[config.mk]
export PLATFORM = sky130hd
export DESIGN_NAME = fp_mul_sched
export DESIGN_NICKNAME = d
export VERILOG_FILES = /design/src/rtl/fp_mul_pkg.sv /design/src/rtl/fp_mul_core.sv /design/src/rtl/fp_mul_sched.sv
export SDC_FILE = /design/constraint.sdc
export NUM_CORES = 2
export LEC_CHECK = 0
export ABC_AREA = 1
export BUFFER_PORTS_ARGS = -buffer_cell sky130_fd_sc_hd__buf_2
export CORE_UTILIZATION = 40
export DETAILED_ROUTE_END_ITERATION = 10
export SLEW_MARGIN = 20
export SYNTH_ARGS = -nofsm -noshare
export SYNTH_HDL_FRONTEND = slang
export SYNTH_SLANG_ARGS = --single-unit
[constraint.sdc]
create_clock -name clk -period 7.4 [get_ports clk]
set_input_delay 0.74 -clock clk [delete_from_list [all_inputs] [get_ports clk]]
set_output_delay 0.74 -clock clk [all_outputs]
set_load 0.01 [all_outputs]
[src/rtl/fp_mul_pkg.sv]
// Shared types and constants for the time-shared
// single-precision multiplier and its scheduler.
package fp_mul_pkg;

  typedef struct packed {
    logic        sign;
    logic [7:0]  exp;
    logic [22:0] man;
  } fp32_t;

  localparam logic signed [9:0] BIAS    = 10'sd127;
  localparam logic signed [9:0] EXP_MAX = 10'sd255;
  localparam logic [31:0]       QNAN    = 32'h7FC00000;
  localparam logic [31:0]       POS_INF = 32'h7F800000;

  localparam int FLAG_ZERO = 0;
  localparam int FLAG_UNF  = 1;
  localparam int FLAG_OVF  = 2;
  localparam int FLAG_NAN  = 3;

  typedef enum logic [1:0] {
    IDLE,
    COMPUTE,
    RESPOND
  } sched_state_t;

endpackage

[src/rtl/fp_mul_core.sv]
// Combinational fp32 multiply: truncating, denormals
// flushed to zero, one-hot exception flags.
module fp_mul_core
  import fp_mul_pkg::*;
(
  input  logic [31:0] x_i,
  input  logic [31:0] y_i,
  output logic [31:0] result_o,
  output logic [3:0]  flags_o
);

  fp32_t a;
  fp32_t b;
  logic  a_zero, b_zero;
  logic  a_inf, b_inf;
  logic  a_nan, b_nan;
  logic  sign;
  logic  [47:0] prod;
  logic  signed [9:0] exp9;
  logic  [22:0] man;
  logic  unused_lsbs;

  assign a = fp32_t'(x_i);
  assign b = fp32_t'(y_i);
  assign unused_lsbs = ^prod[22:0];

  always_comb begin
    a_zero = (a.exp == 8'h00);
    b_zero = (b.exp == 8'h00);
    a_inf  = (a.exp == 8'hFF) && (a.man == '0);
    b_inf  = (b.exp == 8'hFF) && (b.man == '0);
    a_nan  = (a.exp == 8'hFF) && (a.man != '0);
    b_nan  = (b.exp == 8'hFF) && (b.man != '0);
    sign   = a.sign ^ b.sign;
    prod   = {24'd0, 1'b1, a.man} * {24'd0, 1'b1, b.man};
    exp9   = $signed({2'b00, a.exp})
           + $signed({2'b00, b.exp}) - BIAS;
    man    = prod[45:23];
    if (prod[47]) begin
      exp9 = exp9 + 10'sd1;
      man  = prod[46:24];
    end
    result_o = {sign, exp9[7:0], man};
    flags_o  = '0;
    // Ordered by exception priority
    if (a_nan || b_nan || (a_zero && b_inf)
        || (a_inf && b_zero)) begin
      result_o = QNAN;
      flags_o[FLAG_NAN] = 1'b1;
    end else if (a_inf || b_inf) begin
      result_o = {sign, POS_INF[30:0]};
    end else if (a_zero || b_zero) begin
      result_o = {sign, 31'd0};
      flags_o[FLAG_ZERO] = 1'b1;
    end else if (exp9 >= EXP_MAX) begin
      result_o = {sign, 8'hFF, 23'd0};
      flags_o[FLAG_OVF] = 1'b1;
    end else if (exp9 <= 10'sd0) begin
      result_o = {sign, 31'd0};
      flags_o[FLAG_UNF] = 1'b1;
    end
  end

endmodule

[src/rtl/fp_mul_sched.sv]
// Round-robin scheduler sharing one fp32 multiplier
// core between two valid/ready requesters.
module fp_mul_sched
  import fp_mul_pkg::*;
#(
  parameter int NREQ = 2,
  parameter int W    = 32
) (
  input  logic                     clk,
  input  logic                     reset,
  input  logic [NREQ-1:0]          req_valid,
  output logic [NREQ-1:0]          req_ready,
  input  logic [NREQ-1:0][W-1:0]   req_x,
  input  logic [NREQ-1:0][W-1:0]   req_y,
  output logic [NREQ-1:0]          rsp_valid,
  input  logic [NREQ-1:0]          rsp_ready,
  output logic [W-1:0]             rsp_result,
  output logic [3:0]               rsp_flags,
  output logic                     busy
);

  sched_state_t state_q, state_d;
  logic         last_q, last_d;
  logic         owner_q, owner_d;
  logic [W-1:0] x_q, x_d;
  logic [W-1:0] y_q, y_d;
  logic [W-1:0] res_q, res_d;
  logic [3:0]   flags_q, flags_d;
  logic         grant;
  logic [W-1:0] core_res;
  logic [3:0]   core_flags;

  fp_mul_core u_core (
    .x_i      (x_q),
    .y_i      (y_q),
    .result_o (core_res),
    .flags_o  (core_flags)
  );

  // Contention goes to whoever was not served last
  assign grant = req_valid[1]
               & (~req_valid[0] | ~last_q);

  assign rsp_result = res_q;
  assign rsp_flags  = flags_q;
  assign busy       = (state_q != IDLE);

  always_comb begin
    state_d   = state_q;
    last_d    = last_q;
    owner_d   = owner_q;
    x_d       = x_q;
    y_d       = y_q;
    res_d     = res_q;
    flags_d   = flags_q;
    req_ready = '0;
    rsp_valid = '0;
    unique case (state_q)
      IDLE: begin
        if (|req_valid) begin
          req_ready[grant] = 1'b1;
          x_d     = req_x[grant];
          y_d     = req_y[grant];
          owner_d = grant;
          state_d = COMPUTE;
        end
      end
      COMPUTE: begin
        res_d   = core_res;
        flags_d = core_flags;
        last_d  = owner_q;
        state_d = RESPOND;
      end
      RESPOND: begin
        rsp_valid[owner_q] = 1'b1;
        if (rsp_ready[owner_q]) state_d = IDLE;
      end
      default: state_d = IDLE;
    endcase
  end

  always_ff @(posedge clk or posedge reset) begin
    if (reset) begin
      state_q <= IDLE;
      last_q  <= 1'b1;
      owner_q <= 1'b0;
      x_q     <= '0;
      y_q     <= '0;
      res_q   <= '0;
      flags_q <= '0;
    end else begin
      state_q <= state_d;
      last_q  <= last_d;
      owner_q <= owner_d;
      x_q     <= x_d;
      y_q     <= y_d;
      res_q   <= res_d;
      flags_q <= flags_d;
    end
  end

endmodule

==> impl_results.md <==
* GRT busiest layer: met2
* Post-synth top area share at 0.376
* Top FF cell, synth: dfrtp_1
* Row count at 92
* Synth Cell Area at between 20000 and 30000 sq um
* Fmax at 0.141 GHz
* Die Y at around 260 microns
* HP Class: input port to asynchronous set/reset pin
* Global-route wire length before repair at around 120 mm
* Most used cell, CP: fa_1
* CP Data Required Time at between 7 and 8 ns
* Met1 Usage GRT at 0.295
* Post-synthesis area per instance at between 7 and 8 sq um
* Post-synth top cells: inv_1 (941), nand2_1 (902), fa_1 (482)
* Critical path's slowest cell: fa_1
* Post-layout min period at about 7.1 ns
* R2r startpoint: y_q[12]$_DFFE_PP0P_
* Sequential-to-total area share from yosys stat at 0.101
* Clk root buf: clkbuf_16
* Num CTS Buffers at 9
* Most frequent cell after synthesis: inv_1
* Register bit total from synthesis at between 100 and 150
* Drt wl/cell at about 16 microns
* Status: completed
* Via density at 4.77
* # diodes at 0
* Drt total wl at 72.7 mm
* CP endpoint kind: flip-flop
* Period Utilization, post-route at 0.958
* Synthesis Warnings at 0
* Clk buf depth at 2
* Cell count after synthesis at between 3000 and 4000
* Worst-path fanout max at 9
* RePlAce Congestion at ~0.9
* Residual DRC at 0
* Area delta synth->final at 11.1%
* Unique masters post-synth at 48
* Skew final at about 0.019 ns
* Worst path top cell family by delay: adder cells
* Crit path arrival time at approximately 7.4 ns
* Async SR Flop Fraction at 1.00
* Syn Nets at ~4200
* Kind of critical path: flip-flop to flip-flop
* Crit path launch type: flip-flop
* Share of cells above drive strength 1 at 0.125
* Vias in the first global route at 22400
* TritonRoute pass-1 iters at 5
* Top cell type by total area after synthesis: fa_1
* Die Wd at 255 microns
* Fin area at around 29000 sq um
* Total GRT Usage at 0.231
* Filler cells at about 6400
* # IOs at ~180
* CP bufs+invs at 7
* Clock slew at the register clock pins of the worst setup and hold paths at 0.09 ns
* Post-synth EDFFs at 0
* Layout Cells excl Fill at approximately 4400
* Nets at between 4000 and 5000
* Final hold violations at 0
* Total vias in the final route at 21200
* Max incr delay on CP at approximately 0.58 ns
* Global route overflow at 0
* Core area at 63200 sq um
* Clock Sinks at roughly 100
* Drt initial violations at 1239
* Die area at ~65000 sq um
* Final core occ at 0.452
* Clk_lat worst skew at roughly 0.40 ns
* H-tree level count at 3
* Met2 Usage GRT at 0.408
* Buffers on Ports at roughly 170
* Worst-Margin Slew at 1.05 ns
* Grt met3 use at 0.0224
* Final Max Slew Viols at 0
* Placed cell count at 4400
* Largest net degree at the start of global routing at 66
* Post-placement cell area at approximately 28000 sq um
* Setup-failing EPs final at 0
* Initial core utilization at 0.406
* Max cap viols at 0
* Critical Path Source: y_q[12]$_DFFE_PP0P_
* CTS tree: built
* Initial antenna violation count at 1
* Routed Antenna Nets at 0
* Slew HR at 0.298
* Cells taking the most area after synthesis: fa_1 (38%), inv_1 (14%), nand2_1 (13%)
* Post-DP HPWL at ~61 mm
final cells by class:
class	count	area, sq um	share of cell area
Clock inverter	6	68.8	0.00241
Sequential cell	104	2660	0.0932
Inverter	951	3570	0.125
Multi-Input combinational cell	2216	19000	0.664
Timing Repair Buffer	305	2000	0.0701
Tap cell	846	1060	0.0371
Clock buffer	9	225	0.00789
per-layer routing:
| layer | wire length (microns) | vias up |
|---|---|---|
| met5 | 0 | - |
| met4 | 2640 | 0 |
| met3 | 3420 | 110 |
| met2 | 35500 | 559 |
| met1 | 31200 | 10300 |
| li1 | - | 10200 |
placed cells by master (no fill, tap or decap), types with 21 or more instances in the layout:
| cell type | synthesis | final |
|---|---|---|
| ha_1 | 179 | 178 |
| inv_1 | 941 | 938 |
| fa_1 | 482 | 482 |
| nand2_2 | 18 | 21 |
| nand3_1 | 61 | 61 |
| buf_4 | 1 | 117 |
| a21oi_1 | 60 | 54 |
| nor2_1 | 177 | 176 |
| nand2_1 | 902 | 897 |
| dfrtp_1 | 103 | 70 |
| o21ai_0 | 149 | 149 |
| dfrtp_2 | 0 | 27 |
| buf_2 | 0 | 174 |
logic make-up (layout without fill, tap and decap cells):
group | count (synthesis) | after routing | synth area share
adders and majority gates | 661 | 661 | 0.463
muxes | 1 | 1 | 0.000390
buffers and inverters | 1118 | 1271 | 0.165
xor gates and xnor gates | 28 | 28 | 0.00955
DFF | 104 | 104 | 0.101
and+or+nand+nor | 1261 | 1262 | 0.205
AOI/OAI and AO/OA | 264 | 264 | 0.0561
repair_timing:
action                                  4_1_cts  5_1_grt
setup buffers                                 0       22
endpoints found under the setup margin        0       33
resized for setup                             0       60
hold buffers                                  0        0
worst paths after layout:
path,endpoint,slack (ns),cells after the start
setup / recovery,rsp_result[5]$_DFFE_PP0N_,0.31,35
hold / removal,x_q[28]$_DFFE_PP0P_,0.47,2
setup reg to reg,rsp_result[5]$_DFFE_PP0N_,0.31,35
hold reg to reg,rsp_result[7]$_DFFE_PP0N_,0.48,2
max in group asynchronous,rsp_result[0]$_DFFE_PP0N_,5.69,3
min in group clk,rsp_result[7]$_DFFE_PP0N_,0.48,2
flip-flops by register name (all words and copies together) (netlist names):
| register | count |
|---|---|
| rsp_result | 32 |
| x_q | 32 |
| owner_q | 1 |
| state_q | 2 |
| y_q | 32 |
| last_q | 1 |
| rsp_flags | 4 |
through the flow:
stage	hold slack [ns]	setup slack [ns]	setup TNS (ns)
4_1_cts	0.481	0.0203	0
2_1_floorplan	0.470	0.490	0
6_report	0.466	0.313	0
3_3_place_gp	0.462	0.112	0
3_5_place_dp	0.461	0.0541	0
5_1_grt	0.505	-0.0159	-0.0385
Power is left out: the tool's default activity adds up to more than one toggle a clock period on the data nets, which glitch-free logic cannot reach.
